<file path="src/rtl/uart_tx_scheduler.sv">
// Round-robin scheduler that shares one uart_send transmitter between NUM_CH byte requesters.
// Owns all frame timing: grant, one-cycle uart_en strobe, then a full frame plus guard gap of hold-off.

module uart_tx_scheduler_param_chk #(
    parameter int NUM_CH    = 4,
    parameter int FRAME_CNT = 4774
) ();
    // Elaboration-time range checks on the derived timing constants
    generate
        if (FRAME_CNT >= (1 << 20)) begin : g_frame_too_long
            $error("FRAME_CNT does not fit the 20-bit wait counter");
        end
        if ((NUM_CH < 2) || (NUM_CH > 8)) begin : g_bad_num_ch
            $error("NUM_CH must be in 2..8");
        end
    endgenerate
endmodule

module uart_tx_scheduler #(
    parameter int NUM_CH    = 4,
    parameter int CLK_FREQ  = 50000000,
    parameter int UART_BPS  = 115200,
    parameter int GAP_BITS  = 1,
    parameter int BPS_CNT   = CLK_FREQ / UART_BPS,
    parameter int FRAME_CNT = (10 + GAP_BITS) * BPS_CNT,
    parameter int CH_W      = $clog2(NUM_CH)
) (
    input  logic                  sys_clk,
    input  logic                  sys_rst_n,
    input  logic [NUM_CH-1:0]     req_valid,
    input  logic [NUM_CH*8-1:0]   req_data,
    output logic [NUM_CH-1:0]     req_ready,
    output logic                  uart_en,
    output logic [7:0]            uart_data,
    output logic                  busy,
    output logic                  tx_done,
    output logic [CH_W-1:0]       tx_ch
);

    typedef enum logic [1:0] {
        ST_IDLE  = 2'd0,
        ST_GRANT = 2'd1,
        ST_SEND  = 2'd2,
        ST_WAIT  = 2'd3
    } state_t;

    localparam logic [19:0] WAIT_LAST = 20'(FRAME_CNT - 1);
    localparam logic [19:0] WAIT_PRE  = 20'(FRAME_CNT - 2);

    uart_tx_scheduler_param_chk #(
        .NUM_CH    (NUM_CH),
        .FRAME_CNT (FRAME_CNT)
    ) u_param_chk ();

    state_t              state_r,     state_nxt_s;
    logic [CH_W-1:0]     rr_ptr_r,    rr_ptr_nxt_s;
    logic [19:0]         wait_cnt_r,  wait_cnt_nxt_s;
    logic [NUM_CH-1:0]   ready_r,     ready_nxt_s;
    logic                uart_en_r,   uart_en_nxt_s;
    logic [7:0]          data_r,      data_nxt_s;
    logic                busy_r,      busy_nxt_s;
    logic                tx_done_r,   tx_done_nxt_s;
    logic [CH_W-1:0]     tx_ch_r,     tx_ch_nxt_s;
    logic [CH_W-1:0]     winner_s;

    // First set request at or above ptr, wrapping; lowest offset from ptr wins
    function automatic logic [CH_W-1:0] rr_pick(input logic [NUM_CH-1:0] vld,
                                                 input logic [CH_W-1:0]   ptr);
        logic [CH_W-1:0] pick;
        int              idx;
        pick = ptr;
        for (int k = NUM_CH - 1; k >= 0; k--) begin
            idx = (int'(ptr) + k) % NUM_CH;
            if (vld[idx]) begin
                pick = CH_W'(idx);
            end else begin
                pick = pick;
            end
        end
        return pick;
    endfunction

    // Next-state and next-output computation for the scheduler FSM
    always_comb begin
        state_nxt_s    = state_r;
        rr_ptr_nxt_s   = rr_ptr_r;
        wait_cnt_nxt_s = wait_cnt_r;
        ready_nxt_s    = {NUM_CH{1'b0}};
        uart_en_nxt_s  = 1'b0;
        data_nxt_s     = data_r;
        tx_done_nxt_s  = 1'b0;
        tx_ch_nxt_s    = tx_ch_r;
        winner_s       = rr_pick(req_valid, rr_ptr_r);
        case (state_r)
            ST_IDLE: begin
                if (|req_valid) begin
                    tx_ch_nxt_s = winner_s;
                    ready_nxt_s = {{(NUM_CH-1){1'b0}}, 1'b1} << winner_s;
                    state_nxt_s = ST_GRANT;
                end else begin
                    state_nxt_s = ST_IDLE;
                end
            end
            ST_GRANT: begin
                // Data is taken here whether or not valid is still asserted
                data_nxt_s    = req_data[8*tx_ch_r +: 8];
                rr_ptr_nxt_s  = CH_W'((int'(tx_ch_r) + 1) % NUM_CH);
                uart_en_nxt_s = 1'b1;
                state_nxt_s   = ST_SEND;
            end
            ST_SEND: begin
                wait_cnt_nxt_s = 20'd0;
                state_nxt_s    = ST_WAIT;
            end
            ST_WAIT: begin
                // tx_done is registered, so it is armed one count early to land on the last WAIT cycle
                tx_done_nxt_s = (wait_cnt_r == WAIT_PRE);
                if (wait_cnt_r == WAIT_LAST) begin
                    state_nxt_s = ST_IDLE;
                end else begin
                    wait_cnt_nxt_s = wait_cnt_r + 20'd1;
                end
            end
            default: begin
                state_nxt_s = ST_IDLE;
            end
        endcase
        busy_nxt_s = (state_nxt_s != ST_IDLE);
    end

    // State and output registers
    always_ff @(posedge sys_clk or negedge sys_rst_n) begin
        if (!sys_rst_n) begin
            state_r    <= ST_IDLE;
            rr_ptr_r   <= {CH_W{1'b0}};
            wait_cnt_r <= 20'd0;
            ready_r    <= {NUM_CH{1'b0}};
            uart_en_r  <= 1'b0;
            data_r     <= 8'h00;
            busy_r     <= 1'b0;
            tx_done_r  <= 1'b0;
            tx_ch_r    <= {CH_W{1'b0}};
        end else begin
            state_r    <= state_nxt_s;
            rr_ptr_r   <= rr_ptr_nxt_s;
            wait_cnt_r <= wait_cnt_nxt_s;
            ready_r    <= ready_nxt_s;
            uart_en_r  <= uart_en_nxt_s;
            data_r     <= data_nxt_s;
            busy_r     <= busy_nxt_s;
            tx_done_r  <= tx_done_nxt_s;
            tx_ch_r    <= tx_ch_nxt_s;
        end
    end

    assign req_ready = ready_r;
    assign uart_en   = uart_en_r;
    assign uart_data = data_r;
    assign busy      = busy_r;
    assign tx_done   = tx_done_r;
    assign tx_ch     = tx_ch_r;

endmodule

</file>
<file path="config.mk">
export PLATFORM = sky130hd
export DESIGN_NAME = uart_tx_scheduler
export DESIGN_NICKNAME = d
export VERILOG_FILES = /design/src/rtl/uart_tx_scheduler.sv
export SDC_FILE = /design/constraint.sdc
export NUM_CORES = 1
export LEC_CHECK = 0
export ABC_CLOCK_PERIOD_IN_PS = 1700
export BUFFER_PORTS_ARGS = -buffer_cell sky130_fd_sc_hd__buf_2
export CORE_MARGIN = 3
export CORE_UTILIZATION = 46
export CTS_BUF_LIST = sky130_fd_sc_hd__clkbuf_16
export CTS_CLUSTER_SIZE = 12
export DETAILED_ROUTE_END_ITERATION = 10
export PLACE_DENSITY = 0.77
export SYNTH_ARGS = -nofsm -noshare
export SYNTH_HDL_FRONTEND = slang
export SYNTH_HIERARCHICAL = 1
export SYNTH_SLANG_ARGS = --single-unit
export TNS_END_PERCENT = 1
</file>
<file path="constraint.sdc">
create_clock -name sys_clk -period 1.7 [get_ports sys_clk]
set_clock_uncertainty 0.1 [all_clocks]
set_input_delay 0.085 -clock sys_clk [delete_from_list [all_inputs] [get_ports sys_clk]]
set_output_delay 0.085 -clock sys_clk [all_outputs]
set_load 0.005 [all_outputs]
</file>
Word level (Yosys, flattened, before mapping) --
Index checks and enable logic that the tools add are counted.
Word-level totals: logic and storage cells 62, bits in registers 41, input bits 38, output and inout port bits 17
Cells by class: equal/unequal tests 6, shift-type cells 2, mux-type cells 24, $lt $le $gt $ge 4, add/subtract/negate cells 5, bitwise gates (word level) 3, reductions and logical operators 9
Operators with widths (number):
- $eq A20 B13 Y1 const B | 2
- $pmux W20 S2 | 1
- $shiftx A32 B6 Y8 | 1
- $add A20 B1 Y20 const B | 1
- $mux W20 | 1
- $lt A3 B4 Y1 const B | 3
- $mux W1 | 10
- $mux W2 | 5
- $bmux W1 S2 | 4
- $mux W4 | 2
- $pmux W2 S4 | 1
- $reduce_or A2 Y1 | 3
- $add A2 B1 Y2 const B | 2
- $add A2 B2 Y2 const B | 2
- $eq A2 B2 Y1 const B | 2
- $reduce_and A2 Y1 | 2
- $reduce_bool A2 Y1 | 2
- $reduce_or A4 Y1 | 1
- $shl A1 B2 Y4 const A | 1
- $and A1 B1 Y1 const A | 3
- $lt A2 B3 Y1 const B | 1
- $eq A2 B1 Y1 const B | 1
- $logic_not A2 Y1 | 1
- $ne A2 B2 Y1 const B | 1

Logic depth before layout (Yosys ltp) --
Gate-level depths: netlist of the first run.
word-level depth 13, gate-level depth with buffers 6, mapped depth without buffers 5

Worst setup path before layout of the first run --
OpenSTA, ideal clock, no wires.
path kind register to register, from register wait_cnt_r[0], to register wait_cnt_r[14], stages on the path, launching flop included 6, buffers on the path 0, setup time 0.126 ns, clock period less this slack 1.731 ns, required time 1.474 ns, data arrival time 1.505 ns, slack -0.031 ns, cells stage by stage dfrtp_1 ha_1 nand3_1 nor3_2 a31oi_1 a221o_1
On the way: longest elaborated chain between the ends 3, elaborated cells between the ends (all ways) 6, classes of those cells add/sub (1); eq/ne (2); mux (2); reduce/logical (1)
RTL lines:
- start, declared | line 57 | logic [19:0] wait_cnt_r, wait_cnt_nxt_s;
- start signal, assigned | line 146 | wait_cnt_r <= wait_cnt_nxt_s;
- $add A20 B1 Y20 or $eq A20 B13 Y1 (tied branches) | line 121, 118
- $mux W20 or $ne A2 B2 Y1 (tied branches)
- $pmux W20 S2 or $reduce_and A2 Y1 (tied branches)
Parallel ways exist; a longest one is shown, timed or not. The select of a mux whose other input is x is not followed. A chain may end at the register's enable or synchronous reset.

Worst setup path in the final report of the first run --
from register wait_cnt_r[1], to register wait_cnt_r[17]
The elaborated chain is that of the path after synthesis.

==> results of run 1 <==
==> power by group through the flow <==
stage	clock (mW)	sequential [mW]	combinational (mW)
floorplan	0	1.01	0.0349
global placement	0	1.01	0.114
detailed placement	0	1.01	0.118
CTS	0.937	0.990	0.120
global route	0.972	0.991	0.131
finish	0.934	0.990	0.117
==> worst max-delay path, cell delays in order (launching register included) <==
cell and delay, ns:
dfrtp_1 0.42, buf_4 0.16, nand4_1 0.21, nor3_2 0.28, a31oi_1 0.13, a221o_1 0.26
==> metal layers <==
metal	up-vias	track usage (%)
met2	74	37.2
met3	9	5.30
met4	0	8.42
li1	1060	-
met5	-	0
met1	1121	25.6
==> registers in the layout, summed over array words and instances (netlist names) <==
signal and cells:
tx_ch 2, tx_done 1, rr_ptr_r 2, req_ready 4
uart_data 8, busy 1, state_r 2, uart_en 1
wait_cnt_r 20
==> through the flow <==
step           TNS (ns)  total power, mW  area, µm²
2_1_floorplan         0             1.04       2490
3_3_place_gp    -0.0108             1.12       2990
3_5_place_dp     -0.209             1.13       2990
4_1_cts               0             2.05       3150
5_1_grt          -0.253             2.09       3230
6_report              0             2.04       3230
==> cells by family after synthesis <==
family          share of synthesized area (%)
compound gates                           16.7
xor+xnor                                0.352
fa+ha+maj                                1.51
buf+inv                                  5.33
flops                                    41.3
mux                                      12.9
simple gates                             21.9
==> layout make-up <==
type	count	area share, %
Multi-Input combinational cell	171	43.6
Sequential cell	41	31.8
Timing Repair Buffer	90	16.8
Inverter	7	0.813
Clock buffer	5	3.87
Clock inverter	3	0.387
Tap cell	70	2.71
==> repair_timing <==
action	CTS	global route
hold endpoints to repair	41	0
hold buffers	1	0
pin swaps	1	3
resized for setup	1	11
setup endpoints to repair	6	15
setup buffers	1	1
==> worst min path at each step <==
stage,from,end,slack (ns),depth (start not counted)
2_1_floorplan,sys_rst_n,busy$_DFF_PN0_,-0.31,0
4_1_cts,req_data[5],uart_data[5]$_DFFE_PN0P_,0.14,3
6_report,req_data[29],uart_data[5]$_DFFE_PN0P_,0.14,3
3_5_place_dp,sys_rst_n,wait_cnt_r[7]$_DFFE_PN0P_,0.09,2
3_3_place_gp,sys_rst_n,wait_cnt_r[6]$_DFFE_PN0P_,0.09,2
5_1_grt,req_data[16],uart_data[0]$_DFFE_PN0P_,0.15,3
==> layout by cell type (no fill, tap or decap), drive strengths merged, types with 6 or more instances in the layout <==
cell type and n:
nand4 7, nor3 12, a21oi 9, inv 7, nand2 19, nand3 11
nor2 17, mux4 8, o2bb2ai 8, dfrtp 41, and4 6, buf 89
mux2 9
==> metrics.md, run 1 <==
| Metric | Value |
|---|---|
| Run status | `finished clean` |
| Row Count | `26` |
| Most instantiated library cell after synthesis | `dfrtp_1` |
| Area delta synth->final | `29.9%` |
| Peak VDD IR | `0.455 mV` |
| Share of layout cells above drive strength 1 | `41.3%` |
| Gate Count Post-Synth | `237` |
| Synth area leader | `dfrtp_1` |
| Max Used Layer | `met4` |
| Final setup fails | `0` |
| Final worst-path cycle share | `98.8%` |
| Pin count of the biggest net entering global routing | `42` |
| Tmin final | `1.68 ns` |
| DR WL met2 | `3.20 mm` |
| Top post-synthesis cells by area | `dfrtp_1, mux4_2, mux2_2, nand2_1, o2bb2ai_1` |
| Worst r2r dst | `wait_cnt_r[17]$_DFFE_PN0P_` |
| Worst-path clk slew | `0.06 ns` |
| CP endpoint kind | `flop` |
| Core area | `0.00517 mm²` |
| Via density | `5.85` |
| Sequential fraction of the synthesis area | `41.3%` |
| All-Layer GR Usage | `21.5%` |
| Skew-Pair Late Insertion Delay | `0.29 ns` |
| Global-route wire length before repair | `10.6 mm` |
| Critical Path AT | `1.75 ns` |
| Drt pass-1 iters | `5` |
| Setup ws final | `0.0200 ns` |
| Synth warn | `6` |
| Ports | `55` |
| CTS sink count | `41` |
| Initial antenna violation count | `0` |
| Vias in the first global route | `2303` |
| Vias | `2264` |
| NetSw | `0.459 mW` |
| Die H | `79.5 µm` |
| Critical-path maximum fanout | `5` |
| Asr flop ratio synth | `100%` |
| Die width | `79.5 µm` |
| Placer's final routability congestion estimate | `0.867` |
| Final Max Tran Viols | `0` |
| CP endpoint | `wait_cnt_r[17]$_DFFE_PN0P_` |
| Hold Crit Class | `input pin to flop` |
| Die area | `0.00632 mm²` |
| Relative slew slack | `64.5%` |
| RSZ-0062 raised after global routing | `true` |
| Starting Density | `48.1%` |
| Kind of critical path | `flop to flop` |
| M1 wire length | `2.65 mm` |
| Post-detailed-placement half-perimeter wirelength | `4.52 mm` |
| Clk pwr share | `45.8%` |
| R2r startpoint | `wait_cnt_r[1]$_DFFE_PN0P_` |
| Max Fclk | `595 MHz` |
| WP data required | `1.77 ns` |
| Final core utilization | `62.5%` |
| Post-synthesis cell type count | `56` |
| Pre-CTS setup slack | `-0.0532 ns` |
| R2r worst-path depth | `5` |
| Max Cap Viol | `0` |
| Worst Tran Pin Value | `0.533 ns` |
| CTS Root Cell | `clkbuf_16` |
| Gate power share | `5.7%` |
| Sw Share | `22.5%` |
| Synthesized area | `0.00249 mm²` |
| Critical path origin | `wait_cnt_r[1]$_DFFE_PN0P_` |
| Synth Register Bits | `41` |
| Met3 wire length | `383 µm` |
| Syn Nets | `278` |
| Critical path startpoint category | `flop` |
| # DRC | `0` |
| Most used flip-flop cell after synthesis | `dfrtp_1` |
| CTS buffer count | `5` |
| # fillers | `410` |
| Power per Cell Area | `632 mW/mm²` |
| Register Area | `0.00103 mm²` |
| Area occupied by multi-input gates | `0.00141 mm²` |
| Antenna-violating nets left | `0` |
| Synth top cells by count | `dfrtp_1, nand2_1, nor2_1, nand3_1, nor3_1` |
| Global route overflow | `0` |
| Sequential Power Share | `48.5%` |
| Post-synth EDFFs | `0` |
| Final std cells w/o fill | `387` |
| DR WL/cell | `16.3 µm` |
| R2R setup slack | `0.02 ns` |
| Port buffer count | `54` |
| Cell-internal power | `1.58 mW` |
| Wirelength, routed | `6.32 mm` |
| Syn_area_per_cell | `10.5 µm²` |
| Worst hold slack | `0.136 ns` |
| ANT cells | `0` |
| CTS max path bufs | `2` |
| Final Hold Viols | `0` |
| Post-synth top area share | `41.3%` |
| Nets | `357` |
| H-Tree Depth | `2` |
| Detailed Route Iter0 Violations | `117` |
| Inst Count DP | `376` |
| CTS tree | `built` |
| Leakage | `1.50 nW` |
No activity file was read; power rests on OpenSTA's default activity.
==> run 2, diff against run 1 <==
Settings changed: BUFFER_PORTS_ARGS -buffer_cell sky130_fd_sc_hd__buf_2 to -buffer_cell sky130_fd_sc_hd__buf_4.
==> metrics.md, run 2 (synthesis results as in run 1) <==
| Metric | Value |
|---|---|
| Drt pass-1 iters | `5` |
| Starting Density | `48.1%` |
| All-Layer GR Usage | `22.7%` |
| Detailed Route Iter0 Violations | `202` |
| Final Max Tran Viols | `0` |
| Skew-Pair Late Insertion Delay | `0.28 ns` |
| Max Cap Viol | `0` |
| Worst Tran Pin Value | `0.519 ns` |
| Placer's final routability congestion estimate | `0.904` |
| Relative slew slack | `65.4%` |
| Crit path cell chain | `nand4_2, nor3_4, buf_4, mux2i_1, o2bb2ai_1` |
| H-Tree Depth | `2` |
| Number of flip-flops in the largest register | `20` |
| CP max stage delay | `0.41 ns` |
| Critical-path maximum fanout | `7` |
| DR WL/cell | `16.8 µm` |
| Final setup fails | `3` |
| CTS sink count | `41` |
| Core area | `0.00517 mm²` |
| R2r worst-path depth | `5` |
| ANT cells | `0` |
| Global-route wire length before repair | `11.3 mm` |
| Total Power | `2.20 mW` |
| Tmin final | `1.72 ns` |
| CTS max path bufs | `2` |
| Area delta synth->final | `35.1%` |
| Setup ws final | `-0.0180 ns` |
| Pin count of the biggest net entering global routing | `42` |
| Final worst-path cycle share | `101%` |
| Die area | `0.00632 mm²` |
| Run status | `finished with violations` |
| Max Fclk | `582 MHz` |
| Top reg by flops | `wait_cnt_r` |
| Peak VDD IR | `0.471 mV` |
| Vias | `2350` |
| Hold Path Stages | `3` |
| Violated checks | `negative setup slack` |
| CTS buffer count | `5` |
| Row Count | `26` |
| Antenna-violating nets left | `0` |
| # DRC | `0` |
| Leakage | `1.56 nW` |
| Initial antenna violation count | `0` |
| Post-detailed-placement half-perimeter wirelength | `4.68 mm` |
| Critical path startpoint category | `flop` |
| WP data required | `1.77 ns` |
| Most common cell after layout, fill and taps aside | `buf_4` |
| Share of layout cells above drive strength 1 | `40.5%` |
| Final Hold Viols | `0` |
| Die width | `79.5 µm` |
| Wirelength, routed | `6.56 mm` |
| Worst-path clk slew | `0.06 ns` |
| CTS tree | `built` |
| Ports | `55` |
| Kind of critical path | `flop to flop` |
| Final std cells w/o fill | `391` |
| Most frequent cells in the layout | `buf_4, dfrtp_1, nand2_1` |
| CTS Root Cell | `clkbuf_16` |
| Slowest CP cell | `dfrtp_1` |
| Die H | `79.5 µm` |
| Inst Count DP | `379` |
| CP endpoint kind | `flop` |
| # fillers | `412` |
| Port buffer count | `54` |
| Via density | `6.01` |
| RSZ-0062 raised after global routing | `true` |
| Critical Path AT | `1.79 ns` |
| Nets | `361` |
| Power per Cell Area | `654 mW/mm²` |
| Hold Crit Class | `input pin to flop` |
| Vias in the first global route | `2375` |
| Global route overflow | `0` |
| Setup TNS | `-0.0412 ns` |
run 2: layer usage:
metal	part of all wire [%]	GRT usage [%]	up-vias
met5	0	0	-
met4	2.3	8.08	0
met3	7.6	4.85	18
met2	49	37.8	110
met1	41	29.1	1151
li1	-	-	1071
run 2: worst paths after layout:
| kind | startpoint | end | slack (ns) |
|---|---|---|---|
| worst max-delay path | wait_cnt_r[3]$_DFFE_PN0P_ | wait_cnt_r[12]$_DFFE_PN0P_ | -0.02 |
| worst min-delay path | req_valid[3] | req_ready[1]$_DFF_PN0_ | 0.12 |
| worst max register to register | wait_cnt_r[3]$_DFFE_PN0P_ | wait_cnt_r[12]$_DFFE_PN0P_ | -0.02 |
| worst min register to register | uart_data[6]$_DFFE_PN0P_ | uart_data[6]$_DFFE_PN0P_ | 0.41 |
| max in group asynchronous | sys_rst_n | tx_ch[0]$_DFFE_PN0P_ | 0.92 |
| min in group asynchronous | sys_rst_n | wait_cnt_r[5]$_DFFE_PN0P_ | 0.21 |
run 2: critical path, delay by kind of cell (launching register included):
family,cells,cell delay [ns]
mux,1,0.17
flops,1,0.41
simple gates,2,0.67
compound gates,1,0.08
buf+inv,1,0.17
run 2: report_power, final:
| part | leakage, nW | internal, mW | switching, mW |
|---|---|---|---|
| clock | 0.0826 | 0.682 | 0.378 |
| combinational | 0.963 | 0.0922 | 0.0521 |
| sequential | 0.510 | 0.986 | 0.00545 |
run 2: cell type report:
cell class              count  area [µm²]  share of cell area [%]
multi-input cells         171        1350                    40.1
flip-flops and latches     41        1030                    30.5
repair buffers             94         708                    21.1
clock buffers               5         125                    3.72
well taps                  70        87.6                    2.61
clock inverters             3        37.5                    1.12
inverters                   7        26.3                   0.782
run 2: repair_timing:
action | CTS | global route
gates resized for setup | 0 | 2
setup endpoints to repair | 6 | 15
hold endpoints to repair | 41 | 0
buffers inserted | 1 | 2
hold buffers | 1 | 0
cloned | 0 | 0
pin swaps | 2 | 2
run 2: stage by stage:
step / instance area, µm² / hold WS, ns / setup WS (ns) / utilization, %
after floorplan: 2490 / -0.311 / 0.00766 / -
after global placement: 3150 / 0.00442 / -0.00160 / 60.9
after detailed placement: 3150 / 0.00395 / -0.0786 / 60.9
after CTS: 3330 / 0.117 / -0.0636 / 64.4
after global routing: 3360 / 0.146 / -0.0884 / 64.9
final: 3360 / 0.123 / -0.0180 / 64.9
